[src/rtl/fifo_rd_arbiter.sv]
// rtl/fifo_rd_arbiter.sv - round-robin read arbiter merging two source FIFOs into one stream
//
// Purpose: pops two registered-output source FIFOs (d0, d1) alternately or singly,
// never popping the same source on consecutive cycles, and presents the popped
// word two cycles later on data_out with valid_out and src_id.
//
// Optional feature macro: FIFO_RD_STATS_EN (adds saturating per-source pop counters).
//
// Ports:
//   clk            - single clock, rising edge
//   reset          - asynchronous active-high reset
//   fifo_empty_d0  - empty flag of source d0
//   fifo_empty_d1  - empty flag of source d1
//   data_in_d0     - d0 pop data, valid the cycle after pop_d0
//   data_in_d1     - d1 pop data, valid the cycle after pop_d1
//   down_pause     - downstream almost-full; blocks new pops
//   pop_d0/pop_d1  - pop strobes, straight from state register bits
//   data_out       - merged output data, holds while valid_out is low
//   valid_out      - data_out valid this cycle
//   src_id         - source of data_out (0 = d0, 1 = d1)
//   rd_error       - one-cycle pulse: pop issued against an empty source
//   pop_cnt_d0/d1  - (FIFO_RD_STATS_EN only) issued pops, saturating at 255

module fifo_rd_arbiter #(
  parameter int DATA_SIZE = 6
) (
  input  logic                 clk,
  input  logic                 reset,
  input  logic                 fifo_empty_d0,
  input  logic                 fifo_empty_d1,
  input  logic [DATA_SIZE-1:0] data_in_d0,
  input  logic [DATA_SIZE-1:0] data_in_d1,
  input  logic                 down_pause,
  output logic                 pop_d0,
  output logic                 pop_d1,
  output logic [DATA_SIZE-1:0] data_out,
  output logic                 valid_out,
  output logic                 src_id,
  output logic                 rd_error
`ifdef FIFO_RD_STATS_EN
  ,
  output logic [7:0]           pop_cnt_d0,
  output logic [7:0]           pop_cnt_d1
`endif
);

  // One-hot style encoding so each pop strobe is a bare flop output.
  typedef enum logic [1:0] {
    IDLE = 2'b00,
    POP0 = 2'b01,
    POP1 = 2'b10
  } state_t;

  state_t state;
  state_t state_next;
  logic   last_grant;   // 0: d0 granted most recently, 1: d1
  logic   started;      // holds off pops for the first edge after reset release
  logic   s1_valid;     // a pop happened last cycle; its data is on data_in now
  logic   s1_src;
  logic   elig0;
  logic   elig1;

  assign pop_d0 = state[0];
  assign pop_d1 = state[1];

  // Excluding the source currently being popped guarantees at most one pop per
  // two cycles per source, which hides the one-cycle lag of its empty flag.
  always_comb begin
    state_next = IDLE;
    elig0      = !fifo_empty_d0 && (state != POP0);
    elig1      = !fifo_empty_d1 && (state != POP1);
    if (!started || down_pause) begin
      state_next = IDLE;
    end else if (elig0 && elig1) begin
      state_next = last_grant ? POP0 : POP1;
    end else if (elig0) begin
      state_next = POP0;
    end else if (elig1) begin
      state_next = POP1;
    end
  end

  always_ff @(posedge clk or posedge reset) begin
    if (reset) begin
      state      <= IDLE;
      last_grant <= 1'b0;
      started    <= 1'b0;
    end else begin
      state   <= state_next;
      started <= 1'b1;
      if (state_next == POP0) begin
        last_grant <= 1'b0;
      end else if (state_next == POP1) begin
        last_grant <= 1'b1;
      end
    end
  end

  // Output pipeline: pop in N, source data on data_in in N+1, registered out in N+2.
  always_ff @(posedge clk or posedge reset) begin
    if (reset) begin
      s1_valid  <= 1'b0;
      s1_src    <= 1'b0;
      valid_out <= 1'b0;
      data_out  <= '0;
      src_id    <= 1'b0;
      rd_error  <= 1'b0;
    end else begin
      s1_valid  <= pop_d0 | pop_d1;
      s1_src    <= pop_d1;
      valid_out <= s1_valid;
      if (s1_valid) begin
        data_out <= s1_src ? data_in_d1 : data_in_d0;
        src_id   <= s1_src;
      end
      rd_error <= (pop_d0 && fifo_empty_d0) || (pop_d1 && fifo_empty_d1);
    end
  end

`ifdef FIFO_RD_STATS_EN
  always_ff @(posedge clk or posedge reset) begin
    if (reset) begin
      pop_cnt_d0 <= 8'd0;
      pop_cnt_d1 <= 8'd0;
    end else begin
      if (pop_d0 && (pop_cnt_d0 != 8'hFF)) begin
        pop_cnt_d0 <= pop_cnt_d0 + 8'd1;
      end
      if (pop_d1 && (pop_cnt_d1 != 8'hFF)) begin
        pop_cnt_d1 <= pop_cnt_d1 + 8'd1;
      end
    end
  end
`endif

endmodule

[config.mk]
export PLATFORM = sky130hd
export DESIGN_NAME = fifo_rd_arbiter
export DESIGN_NICKNAME = d
export VERILOG_FILES = /design/src/rtl/fifo_rd_arbiter.sv
export SDC_FILE = /design/constraint.sdc
export NUM_CORES = 1
export LEC_CHECK = 0
export ABC_AREA = 1
export ABC_CLOCK_PERIOD_IN_PS = 4100
export CORE_MARGIN = 2
export CORE_UTILIZATION = 35
export CTS_CLUSTER_SIZE = 40
export DETAILED_ROUTE_END_ITERATION = 10
export GPL_TIMING_DRIVEN = 0
export PLACE_DENSITY = 0.67
export REMOVE_ABC_BUFFERS = 1
export SLEW_MARGIN = 5
export SYNTH_ARGS = -nofsm -noshare
export SYNTH_HDL_FRONTEND = slang
export SYNTH_SLANG_ARGS = --single-unit
[constraint.sdc]
create_clock -name clk -period 4.1 [get_ports clk]
set_clock_uncertainty 0.1 [all_clocks]
set_input_delay 0.82 -clock clk [delete_from_list [all_inputs] [get_ports clk]]
set_output_delay 0.82 -clock clk [all_outputs]
set_load 0.01 [all_outputs]
Yosys cells after proc, flatten, opt, wreduce, memory -nomap -nowiden
Cells that the tools add are included.
{"block": "classes", "n_mux": 8, "bitwise": 1, "reduce_logical": 11, "n_eq_ne": 4}
{"operator": "2-to-1 mux 2 bit", "count": 5}
{"operator": "2-to-1 mux 6 bit", "count": 1}
{"operator": "logical AND 1 bit", "count": 5}
{"operator": "zero test 1 bit", "count": 3}
{"operator": "equality test 2 x 1 -> 1 bit, second input constant", "count": 1}
{"operator": "equality test 2 bit, second input constant", "count": 1}
{"operator": "logical OR 1 bit", "count": 2}
{"operator": "2-to-1 mux 1 bit", "count": 2}
{"operator": "!= test 2 x 1 -> 1 bit, second input constant", "count": 1}
{"operator": "!= test 2 bit, second input constant", "count": 1}
{"operator": "nonzero test 2 bit", "count": 1}
{"operator": "bitwise OR 1 bit", "count": 1}
{"block": "totals", "register_bits": 15, "word_cells": 33}

Logic depth before layout (Yosys ltp)
{"block": "logic_depth", "depth_word": 9, "ltp_mapped": 8}

Worst setup path before layout
No wires, ideal clock.
{"block": "synth_path", "path_type": "input to register", "start": "input down_pause", "end": "register last_grant", "setup_slack_ps": 2340, "arrival_time_ps": 1534, "stages": 6, "path_cell_list": "nor2_1 > nand3_1 > nor2_1 > ha_1 > nand2_1 > o21ai_0"}
{"block": "synth_between", "elab_chain_len": 4, "word_cells_on_any_way": 6}
{"item": "start, declared", "line": "33", "source": "input logic down_pause,"}
{"item": "logical OR 1 bit *", "line": "72", "source": "if (!started || down_pause) begin"}
{"item": "2-to-1 mux 2 bit *", "line": "72"}
{"item": "net state_next[0]", "line": "55", "source": "state_t state_next;"}
{"item": "equality test 2 x 1 -> 1 bit or equality test 2 bit (tied branches)", "line": "91, 93"}
{"item": "2-to-1 mux 1 bit or nonzero test 2 bit (tied branches)"}
{"item": "end signal, assigned", "line": "86", "source": "last_grant <= 1'b0;"}
{"item": "end signal, assigned", "line": "92", "source": "last_grant <= 1'b0;"}
{"item": "end signal, assigned", "line": "94", "source": "last_grant <= 1'b1;"}
{"item": "end, declared", "line": "56", "source": "logic last_grant;"}
The timed path passes the listed nets; every way through them passes the cells marked *.
A chain may end at the register's enable or synchronous reset.

Final worst setup path
{"block": "layout_path", "start": "register state[1]", "end": "output pop_d1"}
{"item": "start, declared", "line": "54", "source": "state_t state;"}
{"item": "start signal, assigned", "line": "89", "source": "state <= state_next;"}
{"item": "end, declared", "line": "35", "source": "output logic pop_d1,"}
No word-level cell between the ends.

==> results.sh <==
export IMPL_cp_arrival_ns=1.24
export IMPL_synth_top_cell_area_share_pct=54.8
export IMPL_grt_ovfl_total=0
export IMPL_clk_pin_slew_worst_paths_ns=0.09
export IMPL_maxCapViolations=0
export IMPL_final_area_um2=1010
export IMPL_grt_pass1_vias=543
export IMPL_cts_htree_levels=1
export IMPL_syn2layout_area_growth_pct=47.2
export IMPL_n_antenna_cell=0
export IMPL_drt_total_wl_um=1380
export IMPL_die_h_um=48.2
export IMPL_placed_cell_area_um2=981
export IMPL_worstSetupPathType="reg -> out"
export IMPL_grt_pass1_wl_um=2100
export IMPL_power_frac_seq_pct=49.5
export IMPL_via_per_inst=4.18
export IMPL_max_freq_mhz=463
export IMPL_synth_cells=88
export IMPL_preCtsSetupSlack_ns=1.82
export IMPL_hold_class="reg -> reg"
export IMPL_numClockSinks=15
export IMPL_finalCriticalPeriod_ns=2.16
export IMPL_cts_root_buf="clkbuf_4"
export IMPL_cellPowerDensity_nw_per_um2=394
export IMPL_whs_ns=0.360
export IMPL_netlist_area_um2=684
export IMPL_cts_buffers=3
export IMPL_cts_tree="built"
export IMPL_power_uw=397
export IMPL_cp_cell_sequence="clkdlybuf4s50_1"
export IMPL_setup_viol=0
export IMPL_power_share_clock_pct=20.6
export IMPL_drt_pass1_iterations=2
export IMPL_end_kind="output pin"
export IMPL_start_util_pct=38.4
export IMPL_critPathMaxFanout=4
export IMPL_yosysSeqAreaShare_pct=54.8
export IMPL_dr_first_iter_drc_count=4
export IMPL_port_buffers=27
export IMPL_core_um2=1780
export IMPL_worst_slew_margin_rel_pct=61.8
export IMPL_nFillCells=174
export IMPL_critical_path_max_stage_delay_ns=0.56
export IMPL_avgSynthCellArea_um2=7.78
export IMPL_start_kind="flop"
export IMPL_hpwl_um=1030
export IMPL_via_count=598
export IMPL_synth_area_leaders="dfrtp_1 55%, inv_1 14%, nand2_1 9.9%"
export IMPL_ioPinCount=28
export IMPL_cp_slowest_cell="clkdlybuf4s50_1"
export IMPL_power_frac_comb_pct=29.9
export IMPL_outcome="complete, no violations"
export IMPL_grtUsageTotal_pct=13.3
export IMPL_cts_hold_buf=0
export IMPL_fin_tns_setup_ns=0
export IMPL_synth_largest_area_cell="dfrtp_1"
export IMPL_ys_types=12
export IMPL_clockBufferDepth=2
export IMPL_worst_slew_pin_slew_ns=0.572
export IMPL_cp_num_buf_inv=1
export IMPL_drive_gt1_share_pct=3.39
export IMPL_final_hold_viol_count=0
export IMPL_die_width_um=48.2
export IMPL_num_rows=15
export IMPL_required_ns=3.18
export IMPL_drt_wirelength_per_cell_um=9.62
export IMPL_p_leak_uw=0.000523
export IMPL_grt_max_degree=16
export IMPL_grt_setup_unrepaired="no"
export IMPL_nets=137
export IMPL_crit_family="buffers and inverters"
export IMPL_drc=0
export IMPL_slew_viol_final=0
export IMPL_finalCritPeriodShare_pct=52.7
export IMPL_internal_power_uw=285
export IMPL_place_gp_congestion=0.743
export IMPL_most_common_layout_cells="27 x clkdlybuf4s50_1, 26 x inv_1, 18 x nand2_1"
export IMPL_peakVddDrop_uv=219
export IMPL_layout_setup_ws_ns=1.94
export IMPL_postCtsResizedCells=0
export IMPL_switchingPower_uw=112
export IMPL_die_area_um2=2330
export IMPL_final_common_cell="clkdlybuf4s50_1"
export IMPL_insertion_delay_ns=0.27
export IMPL_antenna_found_initial=0
export IMPL_synth_seq_cells=15
export IMPL_post_cts_buffers=0
export IMPL_ant_nets=0
export IMPL_power_share_switching_pct=28.2
export IMPL_ys_warn_count=0
-- sequential cells by signal (all words and copies together) (netlist names) --
name and cells:
data_out 6, state 2, last_grant 1, rd_error 1, s1_src 1, s1_valid 1, src_id 1, started 1
valid_out 1
-- cells in the mapped netlist --
cell and n:
nor2_1 6, inv_2 1, o22ai_1 1, dfrtp_1 15, conb_1 1, a21oi_1 1
inv_1 26, nand2_1 18, buf_2 1, nand3_1 10, o21ai_0 7, ha_1 1
-- cell type report --
class                      count  area [µm²]  share of cell area [%]
timing repair buffer          27         270                    26.8
sequential                    15         375                    37.3
tap                           25        31.3                    3.11
inverter                      27         101                    10.1
multi-input combinational     45         203                    20.1
clock buffer                   4        26.3                    2.61
-- kinds of logic after synthesis --
group	Yosys count	synth area share, %
AND/OR/NAND/NOR	34	20.5
buffers and inverters	28	15.5
other	1	0.548
adder cells (fa/ha/maj)	1	1.83
AO/OA/AOI/OAI	9	6.76
flip-flops	15	54.8
-- power groups by stage --
stage          sequential, µW  combinational, µW  clock [µW]
2_1_floorplan             210               36.4           0
6_report                  197                119        81.8
3_5_place_dp              201                120           0
5_1_grt                   202                133        94.4
4_1_cts                   198                121        86.7
3_3_place_gp              200                118           0
-- worst register-to-register path, delay by kind of cell (launching register included) --
kind | cells | cell delay [ns]
flops | 1 | 0.41
simple gates | 4 | 0.41
fa+ha+maj | 1 | 0.26
buf+inv | 1 | 0.09
compound gates | 1 | 0.06
-- stage by stage --
step / utilization (%) / instances
finish: 56.5 / 143
global route: 56.5 / 143
CTS: 56.5 / 143
detailed placement: 55.0 / 139
global placement: 55.0 / 139
floorplan: - / 87
-- path summary, 6_finish.rpt --
kind	from	end	slack (ns)	cells past startpoint
min in group asynchronous	reset	rd_error$_DFF_PP0_	0.79	2
hold reg to reg	state[1]$_DFF_PP0_	s1_src$_DFF_PP0_	0.36	0
setup reg to reg	state[1]$_DFF_PP0_	last_grant$_DFFE_PP0P_	2.67	7
setup / recovery	state[1]$_DFF_PP0_	pop_d1	1.94	1
hold / removal	state[1]$_DFF_PP0_	s1_src$_DFF_PP0_	0.36	0
max in group asynchronous	reset	data_out[1]$_DFFE_PP0P_	2.73	2
-- per-layer routing --
layer  track usage, %  vias up  part of all wire (%)
met1             14.2      258                    46
met5                0        -                     0
met3             2.22        2                   6.5
met4             6.49        0                  0.44
met2             25.0       22                    47
li1                 -      316                     -
(Power assumes the default switching activity.)
